## src/rtl/synth_sample_trig_pkg.sv

```systemverilog
// Shared types and helpers for the sample-trigger generator.
// Holds the lock/frame state encodings and the ceil-log2 helper used to size counters.
package synth_sample_trig_pkg;

  typedef enum logic {
    FREE   = 1'b0,
    LOCKED = 1'b1
  } lock_state_e;

  typedef enum logic {
    IDLE = 1'b0,
    BUSY = 1'b1
  } frame_state_e;

  localparam int OVR_CNT_W = 16;

  // Returns ceil(log2(value)), never less than 1 so it can size a vector directly.
  function automatic int clogb2(input longint unsigned value);
    int width;
    longint unsigned v;
    width = 0;
    v = (value > 1) ? value - 1 : 0;
    while (v != 0) begin
      width++;
      v = v >> 1;
    end
    return (width < 1) ? 1 : width;
  endfunction

endpackage

```

## src/rtl/synth_sample_trig_if.sv

```systemverilog
// Control/status bundle of the sample-trigger generator.
// trig is a fire-and-forget pulse with no ready/backpressure; the engine must accept it as issued.
interface synth_sample_trig_if;
  import synth_sample_trig_pkg::*;

  logic                 lrck_in;
  logic                 lock_en;
  logic                 xxxx_zero;
  logic                 clr_stat;
  logic                 trig;
  logic                 lrck_locked;
  logic                 frame_busy;
  logic                 overrun;
  logic [OVR_CNT_W-1:0] overrun_cnt;
  lock_state_e          dbg_lock_state;
  frame_state_e         dbg_frame_state;

  modport master (
    output lrck_in, lock_en, xxxx_zero, clr_stat,
    input  trig, lrck_locked, frame_busy, overrun, overrun_cnt,
    input  dbg_lock_state, dbg_frame_state
  );

  modport slave (
    input  lrck_in, lock_en, xxxx_zero, clr_stat,
    output trig, lrck_locked, frame_busy, overrun, overrun_cnt,
    output dbg_lock_state, dbg_frame_state
  );

endinterface

```

## src/rtl/synth_sample_trig_frac_tick_div.sv

```systemverilog
// Fractional phase-accumulator divider: one-cycle tick at SAMPLE_RATE out of AUDIO_CLK_RATE.
// Free-running from reset so any consumer switching onto it stays phase-continuous.
module frac_tick_div
  import synth_sample_trig_pkg::*;
#(
  parameter int AUDIO_CLK_RATE = 90416666,
  parameter int SAMPLE_RATE    = 44100,
  parameter int ACC_W          = clogb2(AUDIO_CLK_RATE) + 1
) (
  input  logic clk_i,
  input  logic rst_ni,
  output logic fr_tick_o
);

  localparam logic [ACC_W:0] STEP = (ACC_W + 1)'(SAMPLE_RATE);
  localparam logic [ACC_W:0] WRAP = (ACC_W + 1)'(AUDIO_CLK_RATE);

  logic [ACC_W-1:0] acc_q;
  logic [ACC_W-1:0] acc_d;
  logic [ACC_W:0]   sum;

  // One spare bit on the sum so the wrap compare cannot alias.
  always_comb begin
    sum       = {1'b0, acc_q} + STEP;
    fr_tick_o = (sum >= WRAP);
    acc_d     = fr_tick_o ? ACC_W'(sum - WRAP) : ACC_W'(sum);
  end

  always_ff @(posedge clk_i or negedge rst_ni) begin
    if (!rst_ni) begin
      acc_q <= '0;
    end else begin
      acc_q <= acc_d;
    end
  end

endmodule

```

## src/rtl/synth_sample_trig.sv

```systemverilog
// Per-sample trig generator: free-run divider or codec LRCK source with automatic fallback,
// plus frame tracking against the engine's index-zero flag and overrun statistics.
module synth_sample_trig
  import synth_sample_trig_pkg::*;
#(
  parameter int AUDIO_CLK_RATE = 90416666,
  parameter int SAMPLE_RATE    = 44100,
  parameter int TRIG_W         = 4,
  parameter int LRCK_TIMEOUT   = 4096,
  parameter int ACC_W          = clogb2(AUDIO_CLK_RATE) + 1
) (
  input logic AUDIO_CLK,
  input logic reset_reg_N,
  synth_sample_trig_if.slave bus
);

  localparam int TO_W = clogb2(LRCK_TIMEOUT + 1);
  localparam int TW_W = clogb2(TRIG_W + 1);
  localparam logic [TO_W-1:0]      TO_MAX    = TO_W'(LRCK_TIMEOUT);
  localparam logic [TW_W-1:0]      TRIG_LOAD = TW_W'(TRIG_W);
  localparam logic [OVR_CNT_W-1:0] CNT_MAX   = '1;

  logic lrck_s1_q, lrck_s2_q, lrck_s3_q;
  logic zero_s1_q, zero_s2_q, zero_s3_q;
  logic lrck_rise, zero_rise;
  logic fr_tick;

  lock_state_e          lock_state_q;
  logic [TO_W-1:0]      to_cnt_q;
  frame_state_e         frame_state_q;
  logic [TW_W-1:0]      trig_cnt_q, trig_cnt_d;
  logic                 trig_q;
  logic                 ovr_q;
  logic [OVR_CNT_W-1:0] ovr_cnt_q;

  logic go_lock, use_lrck, sev, ovr_evt;

  // Stage 3 only holds the previous synchronized level for edge detection.
  always_ff @(posedge AUDIO_CLK or negedge reset_reg_N) begin
    if (!reset_reg_N) begin
      lrck_s1_q <= 1'b0;
      lrck_s2_q <= 1'b0;
      lrck_s3_q <= 1'b0;
      zero_s1_q <= 1'b0;
      zero_s2_q <= 1'b0;
      zero_s3_q <= 1'b0;
    end else begin
      lrck_s1_q <= bus.lrck_in;
      lrck_s2_q <= lrck_s1_q;
      lrck_s3_q <= lrck_s2_q;
      zero_s1_q <= bus.xxxx_zero;
      zero_s2_q <= zero_s1_q;
      zero_s3_q <= zero_s2_q;
    end
  end

  assign lrck_rise = lrck_s2_q & ~lrck_s3_q;
  assign zero_rise = zero_s2_q & ~zero_s3_q;

  frac_tick_div #(
    .AUDIO_CLK_RATE(AUDIO_CLK_RATE),
    .SAMPLE_RATE   (SAMPLE_RATE),
    .ACC_W         (ACC_W)
  ) u_div (
    .clk_i    (AUDIO_CLK),
    .rst_ni   (reset_reg_N),
    .fr_tick_o(fr_tick)
  );

  // The locking edge itself is the sample event; a coincident divider tick is dropped.
  assign go_lock  = (lock_state_q == FREE) && bus.lock_en && lrck_rise;
  assign use_lrck = (lock_state_q == LOCKED) || go_lock;
  assign sev      = use_lrck ? lrck_rise : fr_tick;

  always_ff @(posedge AUDIO_CLK or negedge reset_reg_N) begin
    if (!reset_reg_N) begin
      lock_state_q <= FREE;
      to_cnt_q     <= '0;
    end else begin
      if (lrck_rise) begin
        to_cnt_q <= '0;
      end else if (to_cnt_q != TO_MAX) begin
        to_cnt_q <= to_cnt_q + TO_W'(1);
      end
      case (lock_state_q)
        FREE:    if (go_lock) lock_state_q <= LOCKED;
        LOCKED:  if (!bus.lock_en || (to_cnt_q == TO_MAX && !lrck_rise)) lock_state_q <= FREE;
        default: lock_state_q <= FREE;
      endcase
    end
  end

  always_comb begin
    trig_cnt_d = trig_cnt_q;
    if (sev && !trig_q) begin
      trig_cnt_d = TRIG_LOAD;
    end else if (trig_cnt_q != '0) begin
      trig_cnt_d = trig_cnt_q - TW_W'(1);
    end
  end

  always_ff @(posedge AUDIO_CLK or negedge reset_reg_N) begin
    if (!reset_reg_N) begin
      trig_cnt_q <= '0;
      trig_q     <= 1'b0;
    end else begin
      trig_cnt_q <= trig_cnt_d;
      trig_q     <= (trig_cnt_d != '0);
    end
  end

  // A frame ending in the same cycle a new one starts is a clean handover, not an overrun.
  assign ovr_evt = sev && (trig_q || (frame_state_q == BUSY && !zero_rise));

  always_ff @(posedge AUDIO_CLK or negedge reset_reg_N) begin
    if (!reset_reg_N) begin
      frame_state_q <= IDLE;
      ovr_q         <= 1'b0;
      ovr_cnt_q     <= '0;
    end else begin
      case (frame_state_q)
        IDLE:    if (sev) frame_state_q <= BUSY;
        BUSY:    if (zero_rise && !sev) frame_state_q <= IDLE;
        default: frame_state_q <= IDLE;
      endcase
      if (bus.clr_stat) begin
        ovr_q     <= 1'b0;
        ovr_cnt_q <= '0;
      end else if (ovr_evt) begin
        ovr_q <= 1'b1;
        if (ovr_cnt_q != CNT_MAX) begin
          ovr_cnt_q <= ovr_cnt_q + OVR_CNT_W'(1);
        end
      end
    end
  end

  assign bus.trig            = trig_q;
  assign bus.lrck_locked     = (lock_state_q == LOCKED);
  assign bus.frame_busy      = (frame_state_q == BUSY);
  assign bus.overrun         = ovr_q;
  assign bus.overrun_cnt     = ovr_cnt_q;
  assign bus.dbg_lock_state  = lock_state_q;
  assign bus.dbg_frame_state = frame_state_q;

endmodule
```

## src/flat_wrapper.sv

```systemverilog
// flat-port wrapper written by rule: the top's interface ports become plain ports
module synth_sample_trig_flat import synth_sample_trig_pkg::*;
#(
  parameter int AUDIO_CLK_RATE = 90416666,
  parameter int SAMPLE_RATE    = 44100,
  parameter int TRIG_W         = 4,
  parameter int LRCK_TIMEOUT   = 4096,
  parameter int ACC_W          = clogb2(AUDIO_CLK_RATE) + 1
)
  (AUDIO_CLK, reset_reg_N, bus_lrck_in, bus_lock_en, bus_xxxx_zero, bus_clr_stat, bus_trig, bus_lrck_locked, bus_frame_busy, bus_overrun, bus_overrun_cnt, bus_dbg_lock_state, bus_dbg_frame_state);
  synth_sample_trig_if bus_i ();
  input logic AUDIO_CLK;
  input logic reset_reg_N;
  input wire logic [$bits(bus_i.lrck_in)-1:0] bus_lrck_in;
  input wire logic [$bits(bus_i.lock_en)-1:0] bus_lock_en;
  input wire logic [$bits(bus_i.xxxx_zero)-1:0] bus_xxxx_zero;
  input wire logic [$bits(bus_i.clr_stat)-1:0] bus_clr_stat;
  output wire logic [$bits(bus_i.trig)-1:0] bus_trig;
  output wire logic [$bits(bus_i.lrck_locked)-1:0] bus_lrck_locked;
  output wire logic [$bits(bus_i.frame_busy)-1:0] bus_frame_busy;
  output wire logic [$bits(bus_i.overrun)-1:0] bus_overrun;
  output wire logic [$bits(bus_i.overrun_cnt)-1:0] bus_overrun_cnt;
  output wire logic [$bits(bus_i.dbg_lock_state)-1:0] bus_dbg_lock_state;
  output wire logic [$bits(bus_i.dbg_frame_state)-1:0] bus_dbg_frame_state;
  assign bus_i.lrck_in = bus_lrck_in;
  assign bus_i.lock_en = bus_lock_en;
  assign bus_i.xxxx_zero = bus_xxxx_zero;
  assign bus_i.clr_stat = bus_clr_stat;
  assign bus_trig = bus_i.trig;
  assign bus_lrck_locked = bus_i.lrck_locked;
  assign bus_frame_busy = bus_i.frame_busy;
  assign bus_overrun = bus_i.overrun;
  assign bus_overrun_cnt = bus_i.overrun_cnt;
  assign bus_dbg_lock_state = bus_i.dbg_lock_state;
  assign bus_dbg_frame_state = bus_i.dbg_frame_state;
  synth_sample_trig #(.AUDIO_CLK_RATE(AUDIO_CLK_RATE), .SAMPLE_RATE(SAMPLE_RATE), .TRIG_W(TRIG_W), .LRCK_TIMEOUT(LRCK_TIMEOUT), .ACC_W(ACC_W)) u_core (.AUDIO_CLK(AUDIO_CLK), .reset_reg_N(reset_reg_N), .bus(bus_i));
endmodule
```

## config.mk

```make
export PLATFORM = sky130hd
export DESIGN_NAME = synth_sample_trig_flat
export DESIGN_NICKNAME = d
export VERILOG_FILES = /design/src/rtl/synth_sample_trig_pkg.sv /design/src/rtl/synth_sample_trig_if.sv /design/src/rtl/synth_sample_trig_frac_tick_div.sv /design/src/rtl/synth_sample_trig.sv /design/src/flat_wrapper.sv
export SDC_FILE = /design/constraint.sdc
export NUM_CORES = 1
export LEC_CHECK = 0
export CELL_PAD_IN_SITES_DETAIL_PLACEMENT = 1
export CELL_PAD_IN_SITES_GLOBAL_PLACEMENT = 1
export CORE_MARGIN = 1
export CORE_UTILIZATION = 40
export DETAILED_ROUTE_END_ITERATION = 10
export DONT_BUFFER_PORTS = 1
export PLACE_DENSITY = 0.76
export SYNTH_ARGS = -nofsm -noshare
export SYNTH_HDL_FRONTEND = slang
export SYNTH_SLANG_ARGS = --single-unit
```

## constraint.sdc

```tcl
create_clock -name AUDIO_CLK -period 6.15 [get_ports AUDIO_CLK]
set_clock_uncertainty 0.1 [all_clocks]
set_input_delay 0.9225 -clock AUDIO_CLK [delete_from_list [all_inputs] [get_ports AUDIO_CLK]]
set_output_delay 0.9225 -clock AUDIO_CLK [all_outputs]
set_load 0.01 [all_outputs]
```

==> flow_summary.yaml, run 1 <==
outcome:
  outcome: "finished clean"
detailed_routing:
  vias_per_cell: 5.68
  wl_per_cell_um: 17.1
  vias: 3464
  drc: 0
  first_iter_violations: 141
  postRouteAntennaNets: 0
  drt_wl_total_um: 10400
  first_pass_iters: 4
cts:
  numCtsBuffers: 9
  cts_tree: "built"
  clockRootBuffer: "clkbuf_8"
  clock_latency_ns: 0.36
  cts_sinks: 69
  hold_buffers: 0
  clk_pin_slew_ns: 0.08
  cts.path.max_buffers: 2
  htreeDepth: 3
  post_cts_buffers: 0
  cts_resized: 0
worst_setup_path:
  critPathBufInv: 0
  crit_slowest_cell: "and2_1"
  reg2reg_depth: 10
  cp_common_cell: "a2bb2oi_1"
  endpoint_kind: "register"
  r2r_slack_ns: 1.70
  cp_top_family: "compound AO/OA/AOI/OAI gates"
  timing.rr.start: "u_core.u_div.acc_q[2]"
  startpoint_type: "register"
  worstPathCellList: "ha_1 > a31oi_1 > nor3_1 > xnor2_1 > a2bb2oi_1 > a2bb2oi_1 > a211o_1 > and2_1 > o21ai_0 > a21o_1"
  cp.arrival_ns: 4.59
  worstSetupPathType: "reg2reg"
  critPathMaxFanout: 29
  critical_path_required_ns: 6.29
  critPathMaxStageDelay_ns: 0.95
  r2r-end: "u_core.trig_cnt_q[2]"
power:
  leakagePower_nw: 1.80
  p_per_area_nw_per_um2: 222
  ir_worst_vdd_v: 0.000110
run:
  drv_cap: 0
floorplanning:
  pin_count: 28
  die_h_um: 106
  design.core.area_um2: 10400
  rows: 37
  dieArea_um2: 11300
  start_util: 0.418
  die_w_um: 106
sta:
  max_freq_mhz: 225
  slew-limit-headroom: 0.195
  fin_crit_ns: 4.45
  drv_slew: 0
  fin_hold_ws_ns: 0.160
  fin_crit_sh: 0.724
  worst_pin_slew_ns: 1.21
  rsz0062_at_grt: "false"
  setup_ws_ns: 1.70
  finalHoldViolations: 0
  setup_viol: 0
  finalSetupTns_ns: 0
placement:
  dpl_worst_slack_ns: 1.74
  globalplace.congestion: 0.820
  port_buffers: 0
  dpl.hpwl_um: 7210
  placed_cell_area_um2: 4400
grt:
  overflow: 0
  antenna_found_initial: 0
  grt_pass1_wl_um: 18300
  grt_usage: 0.201
  grt_max_degree: 70
  grt_pass1_vias: 3641
worst_hold_path:
  min_path_type: "in2async"
synthesis:
  avgSynthCellArea_um2: 9.05
  synth_top_cell_by_area: "dfrtp_1"
  yosys_warnings: 0
  async_reset_ff_frac: 1.00
  ys_ff_latch: 69
  synth_edf_count: 0
  synth_area_leaders: "dfrtp_1 (40%), xnor2_1 (8.7%), xor2_1 (4.2%), nor2_1 (4.1%), a21oi_1 (3.9%)"
  syn_area_um2: 4350
  seq_area_frac_synth: 0.397
  syn_nets: 498
  synth_flop_cell: "dfrtp_1"
  synth_top_cell_area_share: 0.397
  syn_inst: 481
  ys_types: 61
final_layout:
  drive_above_1_share: 0.0633
  nets: 486
  area_growth_pct: 5.89
  final_core_util: 0.442
  post-route-cell-area_um2: 4610
  n_antenna_cell: 0
-- Yosys cell counts, types with 5 or more instances --
library cell and instances:
a21o_1 5, a21oi_1 34, a31oi_1 5, and2_1 5, and3_1 8, buf_2 9, clkbuf_1 7, dfrtp_1 69
ha_1 11, inv_1 19, nand2_1 33, nand3_1 20, nand4_1 9, nor2_1 47, nor2b_1 8, nor3_1 13
nor4b_1 5, o21ai_0 18, or3_1 13, xnor2_1 43, xor2_1 21
-- layout make-up --
class / instances / area [um2]
clock buffer: 10 / 138
multi-input combinational: 370 / 2430
sequential: 69 / 1730
tap: 136 / 170
inverter: 19 / 71.3
clock inverter: 6 / 70.1
fill: 1228 / 5810
-- power by group --
group / leakage [nW] / total [W] / internal [W] / switching [W]
combinational: 0.812 / 0.000118 / 0.0000491 / 0.0000692
sequential: 0.896 / 0.000507 / 0.000480 / 0.0000277
clock: 0.0951 / 0.000399 / 0.000201 / 0.000198
total: 1.80 / 0.00102 / 0.000729 / 0.000295
-- kinds of logic after synthesis --
logic type,after synthesis,share of synthesized area
compound gates,100,0.152
xor+xnor,65,0.134
fa+ha+maj,11,0.0316
buf+inv,42,0.0443
flops,69,0.397
mux,6,0.0147
simple gates,188,0.226
-- flip-flops by register name (all words and copies together) (netlist names) --
signal / flops
u_core.bus.dbg_frame_state: 1
u_core.trig_cnt_q: 3
u_core.bus.trig: 1
u_core.lrck_s2_q: 1
u_core.lrck_s1_q: 1
u_core.bus.overrun_cnt: 16
u_core.zero_s2_q: 1
u_core.to_cnt_q: 13
u_core.zero_s1_q: 1
u_core.bus.overrun: 1
u_core.u_div.acc_q: 27
u_core.lrck_s3_q: 1
u_core.bus.dbg_lock_state: 1
u_core.zero_s3_q: 1
-- through the flow --
step                instances  total power [W]
floorplan                 481         0.000605
global placement          594         0.000621
detailed placement        594         0.000634
CTS                       610          0.00104
global route              610          0.00107
finish                    610          0.00102
-- worst register-to-register path, stage by stage, from the launching register on --
cell       delay, ns
dfrtp_1         0.55
ha_1            0.34
a31oi_1         0.24
nor3_1          0.54
xnor2_1         0.22
a2bb2oi_1       0.40
a2bb2oi_1       0.21
a211o_1         0.20
and2_1          0.95
o21ai_0         0.32
a21o_1          0.26
-- worst max path at each step --
stage	start	to	depth (start not counted)
finish	u_core.u_div.acc_q[2]	u_core.trig_cnt_q[2]	10
floorplan	u_core.u_div.acc_q[2]	u_core.bus.overrun_cnt[10]	10
detailed placement	u_core.u_div.acc_q[2]	u_core.trig_cnt_q[2]	10
global placement	u_core.u_div.acc_q[2]	u_core.trig_cnt_q[2]	10
global route	u_core.u_div.acc_q[2]	u_core.trig_cnt_q[2]	10
CTS	u_core.u_div.acc_q[2]	u_core.trig_cnt_q[2]	10
-- metal layers --
metal	global-route usage	share of wire	vias to the layer above
met5	0	0	-
met4	0.0605	0.013	0
met3	0.0429	0.028	14
met2	0.327	0.48	39
met1	0.269	0.48	1743
li1	-	-	1668
-- cells in the final DEF (no fill, tap or decap), types with 4 or more instances in the layout --
cell type  netlist  final
a31oi_1          5      5
nand3_1         20     20
nor2_1          47     47
o21ai_0         18     18
inv_1           19     19
nand2b_1         4      4
xor2_1          21     21
o211ai_1         4      4
clkbuf_8         0     10
xnor2_1         43     43
and2_1           5      5
and3_1           8      8
ha_1            11     11
nor4_1           4      4
o22ai_1          4      4
nor2b_1          8      8
nor4b_1          5      5
nor3_1          13     13
nand4_1          9      9
or3_1           13     13
a21oi_1         34     34
a21o_1           5      5
dfrtp_1         69     69
nand2_1         33     33
a211o_1          4      4
(Power assumes the default switching activity.)
==> run 2, diff against run 1 <==
--- a/config.mk
+++ b/config.mk
@@ -5,13 +5,14 @@
 export SDC_FILE = /design/constraint.sdc
 export NUM_CORES = 1
 export LEC_CHECK = 0
+export ABC_AREA = 1
 export CELL_PAD_IN_SITES_DETAIL_PLACEMENT = 1
 export CELL_PAD_IN_SITES_GLOBAL_PLACEMENT = 1
 export CORE_MARGIN = 1
 export CORE_UTILIZATION = 40
 export DETAILED_ROUTE_END_ITERATION = 10
 export DONT_BUFFER_PORTS = 1
-export PLACE_DENSITY = 0.76
+export PLACE_DENSITY = 0.82
 export SYNTH_ARGS = -nofsm -noshare
 export SYNTH_HDL_FRONTEND = slang
 export SYNTH_SLANG_ARGS = --single-unit
==> constraint.sdc (replaced) <==
create_clock -name AUDIO_CLK -period 3.85 [get_ports AUDIO_CLK]
set_clock_uncertainty 0.1 [all_clocks]
set_input_delay 0.5775 -clock AUDIO_CLK [delete_from_list [all_inputs] [get_ports AUDIO_CLK]]
set_output_delay 0.5775 -clock AUDIO_CLK [all_outputs]
set_load 0.01 [all_outputs]
==> run 2 against run 1 <==
  * Fmax increased by 34%
  * Critical path depth increased by 8
  * Highest routed layer unchanged
  * Sequential power increased by 62%
==> flow_summary.yaml, run 2 <==
outcome:
  outcome: "finished clean"
cts:
  cts_resized: 0
  clock_latency_ns: 0.33
  cts_tree: "built"
  clk_pin_slew_ns: 0.06
  htreeDepth: 3
  post_cts_buffers: 0
  cts.path.max_buffers: 2
  clockRootBuffer: "clkbuf_16"
  cts_sinks: 69
  numCtsBuffers: 9
detailed_routing:
  vias: 4847
  drt_wl_total_um: 14700
  first_iter_violations: 181
  met3_length_um: 484
  m1WireLength_um: 6630
  wl_met2_um: 7300
  first_pass_iters: 4
  vias_per_cell: 5.18
  top_layer: "met4"
  postRouteAntennaNets: 0
  drc: 0
  wl_per_cell_um: 15.7
synthesis:
  synth_top_family_by_area: "simple AND/OR/NAND/NOR gates"
  async_reset_ff_frac: 1.00
  synth_mux_area_frac: 0
  avgSynthCellArea_um2: 6.81
  syn_inst: 758
  ys_types: 40
  synth_top_cell_area_share: 0.334
  ys_ff_latch: 69
  synth_compound_area_frac: 0.0538
  synth_edf_count: 0
  synth_flop_cell: "dfrtp_1"
  syn_nets: 775
  synthSimpleGateAreaFrac: 0.429
  syn_area_um2: 5160
  yosys_warnings: 0
  synth_area_leaders: "dfrtp_1 (33%), nand2_1 (16%), nand3_1 (8.0%), inv_1 (6.6%), nor2_1 (5.6%)"
  synth_common_cells: "nand2_1 (216), inv_1 (91), nand3_1 (83), nor2_1 (77), dfrtp_1 (69)"
  synthAdderAreaFrac: 0.0267
  synth_top_cell_by_area: "dfrtp_1"
  synth-xor-area-share: 0.0594
  synth_most_common_cell: "nand2_1"
  seq_area_frac_synth: 0.334
placement:
  globalplace.congestion: 0.903
  dpl.hpwl_um: 11400
  port_buffers: 0
worst_setup_path:
  reg2reg_depth: 18
  critPathMaxFanout: 23
  timing.rr.start: "u_core.u_div.acc_q[2]"
  worstSetupPathType: "reg2reg"
  critPathLaunch: "u_core.u_div.acc_q[2]"
  r2r_slack_ns: 0.53
  cp.arrival_ns: 3.43
  startpoint_type: "register"
  critical_path_required_ns: 3.96
  r2r-end: "u_core.bus.trig"
  endpoint_kind: "register"
final_layout:
  layout_commonest_cell: "nand2_1"
  final_cell_mix: "nand2_1 (216), inv_1 (91), nand3_1 (83)"
  top_register: "u_core.u_div.acc_q"
  drive_above_1_share: 0.122
  largest_register_ffs: 27
  final_core_util: 0.448
  area_growth_pct: 9.45
  nets: 775
  n_antenna_cell: 0
grt:
  grt_pass1_wl_um: 24800
  grt_usage: 0.240
  grt_pass1_vias: 5115
  grt_max_degree: 70
  overflow: 0
  antenna_found_initial: 0
sta:
  rsz0062_at_grt: "false"
  slew-limit-headroom: 0.342
  fin_crit_sh: 0.862
  fin_crit_ns: 3.32
  finalHoldViolations: 0
  setup_viol: 0
  worst_pin_slew_ns: 0.983
  drv_slew: 0
  max_freq_mhz: 301
  finalSetupTns_ns: 0
floorplanning:
  design.core.area_um2: 12600
  pin_count: 28
  die_h_um: 116
  dieArea_um2: 13400
  start_util: 0.409
  die_w_um: 116
  rows: 41
power:
  leakagePower_nw: 2.75
  p_per_area_nw_per_um2: 346
  ir_worst_vdd_v: 0.000288
run:
  drv_cap: 0
worst_hold_path:
  min_path_type: "in2async"
[run 2: changes by cell type in the layout (fill, tap and decap cells not counted), sizes merged, moves of 6 or more]
cell / previous run / this run
xnor2: 43 / 8
inv: 20 / 109
or3: 13 / 0
nand3: 20 / 96
xor2: 21 / 27
a21oi: 35 / 23
nor2b: 8 / 0
and3: 8 / 0
nor2: 47 / 96
nand2: 33 / 236
nand4: 9 / 19
[run 2: logic make-up after synthesis]
| logic type | Yosys count |
|---|---|
| flops | 69 |
| buf+inv | 124 |
| compound gates | 50 |
| simple gates | 469 |
| fa+ha+maj | 11 |
| xor+xnor | 35 |
[run 2: critical path: stages (launching register included)]
cell and delay [ns]:
dfrtp_1 0.47, ha_1 0.24, nand2_1 0.09, nor2_2 0.18
nand2_1 0.16, nand3_1 0.10, nand2_1 0.05, nand2_1 0.14
nand2_1 0.16, a21oi_2 0.21, nor2_1 0.06, nand2_1 0.06
nand2_1 0.09, nand2_2 0.11, nand3_2 0.42, nand2_1 0.23
nand2_1 0.11, nand2_1 0.13, nand3_1 0.09
[run 2: repair_timing]
item | CTS | global route
endpoints found under the hold margin | 69 | 0
hold buffers | 1 | 0
setup endpoints to repair | 0 | 0
[run 2: power breakdown]
part           internal (W)  switching (W)
Clock              0.000583       0.000325
Combinational     0.0000799       0.000147
Sequential         0.000773      0.0000489
[run 2: through the flow]
step / setup WS, ns / cells / hold WS [ns] / power (W) / area [um2]
3_5_place_dp: 0.471 / 918 / 0.183 / 0.00104 / 5300
5_1_grt: 0.117 / 935 / 0.0538 / 0.00205 / 5650
3_3_place_gp: 0.770 / 918 / 0.184 / 0.00102 / 5300
6_report: 0.530 / 935 / 0.0241 / 0.00196 / 5650
2_1_floorplan: 1.38 / 758 / 0.182 / 0.000999 / 5160
4_1_cts: 0.476 / 935 / 0.0379 / 0.00198 / 5650
[run 2: worst max path at each step]
stage	slack, ns	endpoint	cells past startpoint
final	0.53	u_core.bus.trig	18
after global routing	0.12	u_core.bus.trig	18
after CTS	0.48	u_core.bus.trig	18
after detailed placement	0.47	u_core.bus.trig	18
after global placement	0.77	u_core.u_div.acc_q[27]	15
after floorplan	1.38	u_core.bus.overrun_cnt[10]	18
[run 2: area by class of cell]
cell class / instances / area, um2
clock buffers: 10 / 239
well taps: 172 / 215
multi-input cells: 565 / 2940
flip-flops and latches: 69 / 1730
inverters: 112 / 420
fillers: 1685 / 6970
repair buffers: 1 / 27.5
clock inverters: 6 / 86.3
[run 2: per-layer routing]
metal	vias up	global-route usage
met1	2368	0.299
met4	0	0.0771
met5	-	0
met3	18	0.0371
li1	2397	-
met2	64	0.426
